### src/rtl/rr_mux_arbiter_if.sv
// rtl/rr_mux_arbiter_if.sv - requester/grant/data bundle between requesters and the round-robin mux arbiter
interface rr_mux_arbiter_if #(
  parameter int N = 5
);
  localparam int SW = (N > 1) ? $clog2(N) : 1;

  logic [N-1:0]  req;
  logic [N-1:0]  w;
  logic [SW-1:0] sel;
  logic [N-1:0]  gnt;
  logic          out;
  logic          out_valid;
  logic          busy;

  modport master (output req, w, input sel, gnt, out, out_valid, busy);
  modport slave  (input req, w, output sel, gnt, out, out_valid, busy);
endinterface

### src/rtl/rr_mux_arbiter.sv
// rtl/rr_mux_arbiter.sv - round-robin arbiter driving an N:1 bit mux select with a per-grant hold cap
module rr_mux_arbiter #(
  parameter int N        = 5,
  parameter int MAX_HOLD = 8
) (
  input  logic            clk,
  input  logic            rst,
  rr_mux_arbiter_if.slave bus
);
  localparam int              SW       = (N > 1) ? $clog2(N) : 1;
  localparam int              HW       = $clog2(MAX_HOLD + 1);
  localparam logic [SW-1:0]   LAST     = SW'(N - 1);
  localparam logic [HW-1:0]   HOLD_MAX = HW'(MAX_HOLD);
  localparam logic [HW-1:0]   HOLD_ONE = HW'(1);
  localparam logic [N-1:0]    ONE_HOT0 = N'(1);

  typedef enum logic {IDLE, BUSY} state_t;

  state_t        state_q, state_d;
  logic [SW-1:0] ptr_q, ptr_d;
  logic [SW-1:0] sel_q, sel_d;
  logic [N-1:0]  gnt_q, gnt_d;
  logic [HW-1:0] hold_q, hold_d;
  logic          out_q, out_d;
  logic          out_valid_q, out_valid_d;

  logic [SW-1:0] sel_nxt;
  logic [SW-1:0] base;
  logic [SW-1:0] pick;
  logic          found;
  logic          release_grant;

  assign sel_nxt       = (sel_q == LAST) ? '0 : sel_q + 1'b1;
  assign release_grant = !bus.req[sel_q] || (hold_q == HOLD_MAX);
  // on release the search starts just past the owner, so the owner is considered last
  assign base          = (state_q == BUSY) ? sel_nxt : ptr_q;

  always_comb begin
    logic [SW-1:0] idx;
    found = 1'b0;
    pick  = '0;
    idx   = base;
    for (int k = 0; k < N; k++) begin
      if (!found && bus.req[idx]) begin
        found = 1'b1;
        pick  = idx;
      end
      idx = (idx == LAST) ? '0 : idx + 1'b1;
    end
  end

  always_comb begin
    state_d     = state_q;
    ptr_d       = ptr_q;
    sel_d       = sel_q;
    gnt_d       = gnt_q;
    hold_d      = hold_q;
    out_d       = out_q;
    out_valid_d = 1'b0;
    case (state_q)
      IDLE: begin
        if (found) begin
          state_d = BUSY;
          sel_d   = pick;
          gnt_d   = ONE_HOT0 << pick;
          hold_d  = HOLD_ONE;
        end
      end
      BUSY: begin
        out_d       = bus.w[sel_q];
        out_valid_d = bus.req[sel_q];
        if (!release_grant) begin
          hold_d = hold_q + 1'b1;
        end else begin
          ptr_d = sel_nxt;
          if (found) begin
            sel_d  = pick;
            gnt_d  = ONE_HOT0 << pick;
            hold_d = HOLD_ONE;
          end else begin
            state_d = IDLE;
            gnt_d   = '0;
            hold_d  = '0;
          end
        end
      end
      default: state_d = IDLE;
    endcase
  end

  always_ff @(posedge clk or posedge rst) begin
    if (rst) begin
      state_q     <= IDLE;
      ptr_q       <= '0;
      sel_q       <= '0;
      gnt_q       <= '0;
      hold_q      <= '0;
      out_q       <= 1'b0;
      out_valid_q <= 1'b0;
    end else begin
      state_q     <= state_d;
      ptr_q       <= ptr_d;
      sel_q       <= sel_d;
      gnt_q       <= gnt_d;
      hold_q      <= hold_d;
      out_q       <= out_d;
      out_valid_q <= out_valid_d;
    end
  end

  assign bus.sel       = sel_q;
  assign bus.gnt       = gnt_q;
  assign bus.out       = out_q;
  assign bus.out_valid = out_valid_q;
  assign bus.busy      = (state_q == BUSY);
endmodule

### src/flat_wrapper.sv
// flat-port wrapper written by rule: the top's interface ports become plain ports
module rr_mux_arbiter_flat 
#(
  parameter int N        = 5,
  parameter int MAX_HOLD = 8
)
  (clk, rst, bus_req, bus_w, bus_sel, bus_gnt, bus_out, bus_out_valid, bus_busy);
  rr_mux_arbiter_if #(.N(N)) bus_i ();
  input  logic clk;
  input  logic rst;
  input wire logic [$bits(bus_i.req)-1:0] bus_req;
  input wire logic [$bits(bus_i.w)-1:0] bus_w;
  output wire logic [$bits(bus_i.sel)-1:0] bus_sel;
  output wire logic [$bits(bus_i.gnt)-1:0] bus_gnt;
  output wire logic [$bits(bus_i.out)-1:0] bus_out;
  output wire logic [$bits(bus_i.out_valid)-1:0] bus_out_valid;
  output wire logic [$bits(bus_i.busy)-1:0] bus_busy;
  assign bus_i.req = bus_req;
  assign bus_i.w = bus_w;
  assign bus_sel = bus_i.sel;
  assign bus_gnt = bus_i.gnt;
  assign bus_out = bus_i.out;
  assign bus_out_valid = bus_i.out_valid;
  assign bus_busy = bus_i.busy;
  rr_mux_arbiter #(.N(N), .MAX_HOLD(MAX_HOLD)) u_core (.clk(clk), .rst(rst), .bus(bus_i));
endmodule
### config.mk
export PLATFORM = sky130hd
export DESIGN_NAME = rr_mux_arbiter_flat
export DESIGN_NICKNAME = d
export VERILOG_FILES = /design/src/rtl/rr_mux_arbiter_if.sv /design/src/rtl/rr_mux_arbiter.sv /design/src/flat_wrapper.sv
export SDC_FILE = /design/constraint.sdc
export NUM_CORES = 1
export LEC_CHECK = 0
export BUFFER_PORTS_ARGS = -buffer_cell sky130_fd_sc_hd__buf_2
export CAP_MARGIN = 5
export CORE_ASPECT_RATIO = 1.5
export CORE_MARGIN = 4
export CORE_UTILIZATION = 53
export CTS_BUF_LIST = sky130_fd_sc_hd__clkbuf_16
export DETAILED_ROUTE_END_ITERATION = 8
export PLACE_DENSITY_LB_ADDON = 0.1
export SKIP_CTS_REPAIR_TIMING = 1
export SYNTH_ARGS = -nofsm -noshare
export SYNTH_HDL_FRONTEND = slang
export SYNTH_SLANG_ARGS = --single-unit
### constraint.sdc
create_clock -name clk -period 5.5 [get_ports clk]
set_clock_uncertainty 0.05 [all_clocks]
set_input_delay 0.275 -clock clk [delete_from_list [all_inputs] [get_ports clk]]
set_output_delay 0.275 -clock clk [all_outputs]
set_load 0.01 [all_outputs]
==> impl_metrics.toml <==
[finish]
layout_commonest_cell = "buf_2"
area_growth_pct = 13.43
final_net_count = 272
drive_above_1_share = 0.2570
layout_common_cells = "buf_2 (22), nand2_1 (20), inv_1 (18), nor2_1 (18), dfrtp_1 (18)"
n_antenna_cell = 0

[timing]
slew_headroom = 0.5434
fin_crit_sh = 0.9283
tns_ns = 0
rsz0062_at_grt = "false"
fin_crit_ns = 5.106
maxSlewViolCount = 0
fmax_mhz = 195.9
finalSetupViolations = 0
finalHoldViolations = 0
worst_pin_slew_ns = 0.6842

[place]
gp_congestion = 0.8454
hpwl_um = 4061
io_buffers = 22

[floorplanning]
dieArea_um2 = 4829
fp.dieH_um = 83.13
die_w_um = 58.09
core_um2 = 3649
io_pins = 23
initial_core_util = 0.5466
rows = 27

[clock_network]
clk_latency_ns = 0.25
path_clk_slew_ns = 0.05
numCtsBuffers = 3
cts_sinks = 18
clockBufferDepth = 2
tritoncts = "yes"
h-tree-depth = 1
cts-root-buf = "clkbuf_16"

[worst_setup_path]
worst-path-max-fanout = 10
cp.depth = 24
path_cells = "inv_1 > ha_1 > a21oi_2 > a21oi_2 > ha_1 > o311ai_1 > nand2_1 > ha_1 > o31ai_1 > a41oi_1 > o22ai_4 > buf_4 > inv_2 > ha_1 > nor2_1 > and2_1 > a32o_1 > nor2_1 > and2_1 > o21a_1 > mux2_4 > o21ai_4 > nor2b_1 > a32o_1"
cpMostUsedCell = "ha_1"
startpoint_type = "flop"
path_class = "flop to flop"
crit_family = "compound AO/OA/AOI/OAI gates"
critPathSlowestCell = "dfrtp_1"
cp_slowest_stage_delay_ns = 0.38
reg2reg_depth = 24
cp.arrival_ns = 5.19
path_buf_inv = 3
endpoint_kind = "flop"
required_ns = 5.59

[synth]
synth_cells = 222
postSynth.asyncResetShare = 1.000
yosysUniqueCellTypes = 68
ys_top_cells_by_area = "dfrtp_1 (23%), ha_1 (6.3%), mux4_2 (5.6%), nand2_1 (3.8%), inv_1 (3.4%)"
ys_seq_elements = 18
synth_nets = 244
synth_flop_cell = "dfrtp_1"
synth_edf_count = 0
synth_seq_area_share = 0.2258
synth_top_area_share = 0.2258
syn_area_per_cell_um2 = 8.984
netlist_area_um2 = 1994
yosysTopAreaCell = "dfrtp_1"
yosys_warnings = 0

[detailed_routing]
drt-initial-drc-count = 78
routed_wirelength_um = 5140
viasPerCell = 6.295
firstDrtPassIters = 4
wl_per_cell_um = 17.60
ant_nets = 0
vias = 1838
drc = 0

[global_routing]
track_usage = 0.2262
antenna_found_initial = 0
first_global_vias = 1808
grt_start_max_net_pins = 19
grt_pass1_wl_um = 8659
grt.overflow.total = 0

[hold_path]
hp-class = "input pin to asynchronous set/reset pin"

[job]
cap_violations = 0

[run_status]
status = "completed"
## routing by layer
metal	wire (um)	part of all wire	vias up	GRT usage
met5	0	0	-	0
met4	151	0.029	0	0.09705
met3	135	0.026	14	0.02022
met2	2761	0.54	43	0.4033
met1	2092	0.41	890	0.2659
li1	-	-	891	-
## logic make-up (layout without fill, tap and decap cells)
family          Yosys count  count (layout)  synth area share
buf+inv                  28              55           0.05897
xor+xnor                  3               3           0.01318
mux                      17              17            0.1242
simple gates             79              79            0.2102
fa+ha+maj                10              10           0.06274
compound gates           67              67            0.3049
flops                    18              18            0.2258
## Yosys cell counts (all sizes together), types with 2 or more instances
cell     count
o22ai        3
and2         8
mux2i        6
nor4         3
o2111a       2
a31oi        5
o311ai       2
clkbuf       2
o41ai        2
a22oi        3
a21oi        8
a32o         4
nor2        18
o21a         3
o21ai       10
nand4        2
nand2b       4
or3          2
nor2b        5
a21o         2
o211a        2
a211o        2
buf          5
xnor2        2
o31ai        6
nand3        7
nor3         5
inv         20
o2111ai      2
a22o         2
ha          10
mux4         5
dfrtp       18
mux2         6
nand2       20
## path summary, 6_finish.rpt
kind                                   start  slack [ns]           endpoint
setup reg to reg           u_core.bus.sel[0]        0.39  u_core.bus.gnt[0]
setup / recovery           u_core.bus.sel[0]        0.39  u_core.bus.gnt[0]
min in group clk                    bus_w[4]        0.27     u_core.bus.out
hold reg to reg            u_core.bus.gnt[3]        0.43  u_core.bus.gnt[3]
hold / removal                           rst        0.07  u_core.bus.gnt[3]
max in group asynchronous                rst        4.89  u_core.bus.gnt[0]
## cell type report
class	count	area, um^2
fill	326	1386
tap	43	53.80
clock inverter	1	3.754
multi-input combinational	176	1430
clock buffer	3	75.07
timing repair buffer	30	170.2
inverter	21	78.83
sequential	18	450.4
## flip-flops by register name (all words and copies together) (netlist names)
name,flops
u_core.bus.gnt,5
u_core.hold_q,4
u_core.bus.sel,3
u_core.ptr_q,3
u_core.bus.busy,1
u_core.bus.out,1
u_core.bus.out_valid,1
## metrics by stage
stage / setup WS (ns) / cells / hold WS, ns / util / cell area [um^2]
after floorplan: 0.1626 / 222 / 0.1636 / - / 1994
after global placement: 0.2238 / 288 / 0.3605 / 0.5974 / 2180
after detailed placement: 0.08207 / 288 / 0.3603 / 0.5974 / 2180
after CTS: 0.07042 / 292 / 0.09317 / 0.6190 / 2258
after global routing: 0.02188 / 292 / 0.1281 / 0.6200 / 2262
final: 0.3942 / 292 / 0.07140 / 0.6200 / 2262
## worst register-to-register path: stages, from the launching register on
cell and delay, ns:
dfrtp_1 0.38, inv_1 0.06, ha_1 0.21, a21oi_2 0.11
a21oi_2 0.38, ha_1 0.29, o311ai_1 0.17, nand2_1 0.18
ha_1 0.19, o31ai_1 0.07, a41oi_1 0.28, o22ai_4 0.13
buf_4 0.21, inv_2 0.13, ha_1 0.18, nor2_1 0.08
and2_1 0.17, a32o_1 0.19, nor2_1 0.19, and2_1 0.19
o21a_1 0.17, mux2_4 0.37, o21ai_4 0.28, nor2b_1 0.08
a32o_1 0.25
Power is left out: the tool's default activity adds up to more than one toggle a clock period on the data nets, which glitch-free logic cannot reach.
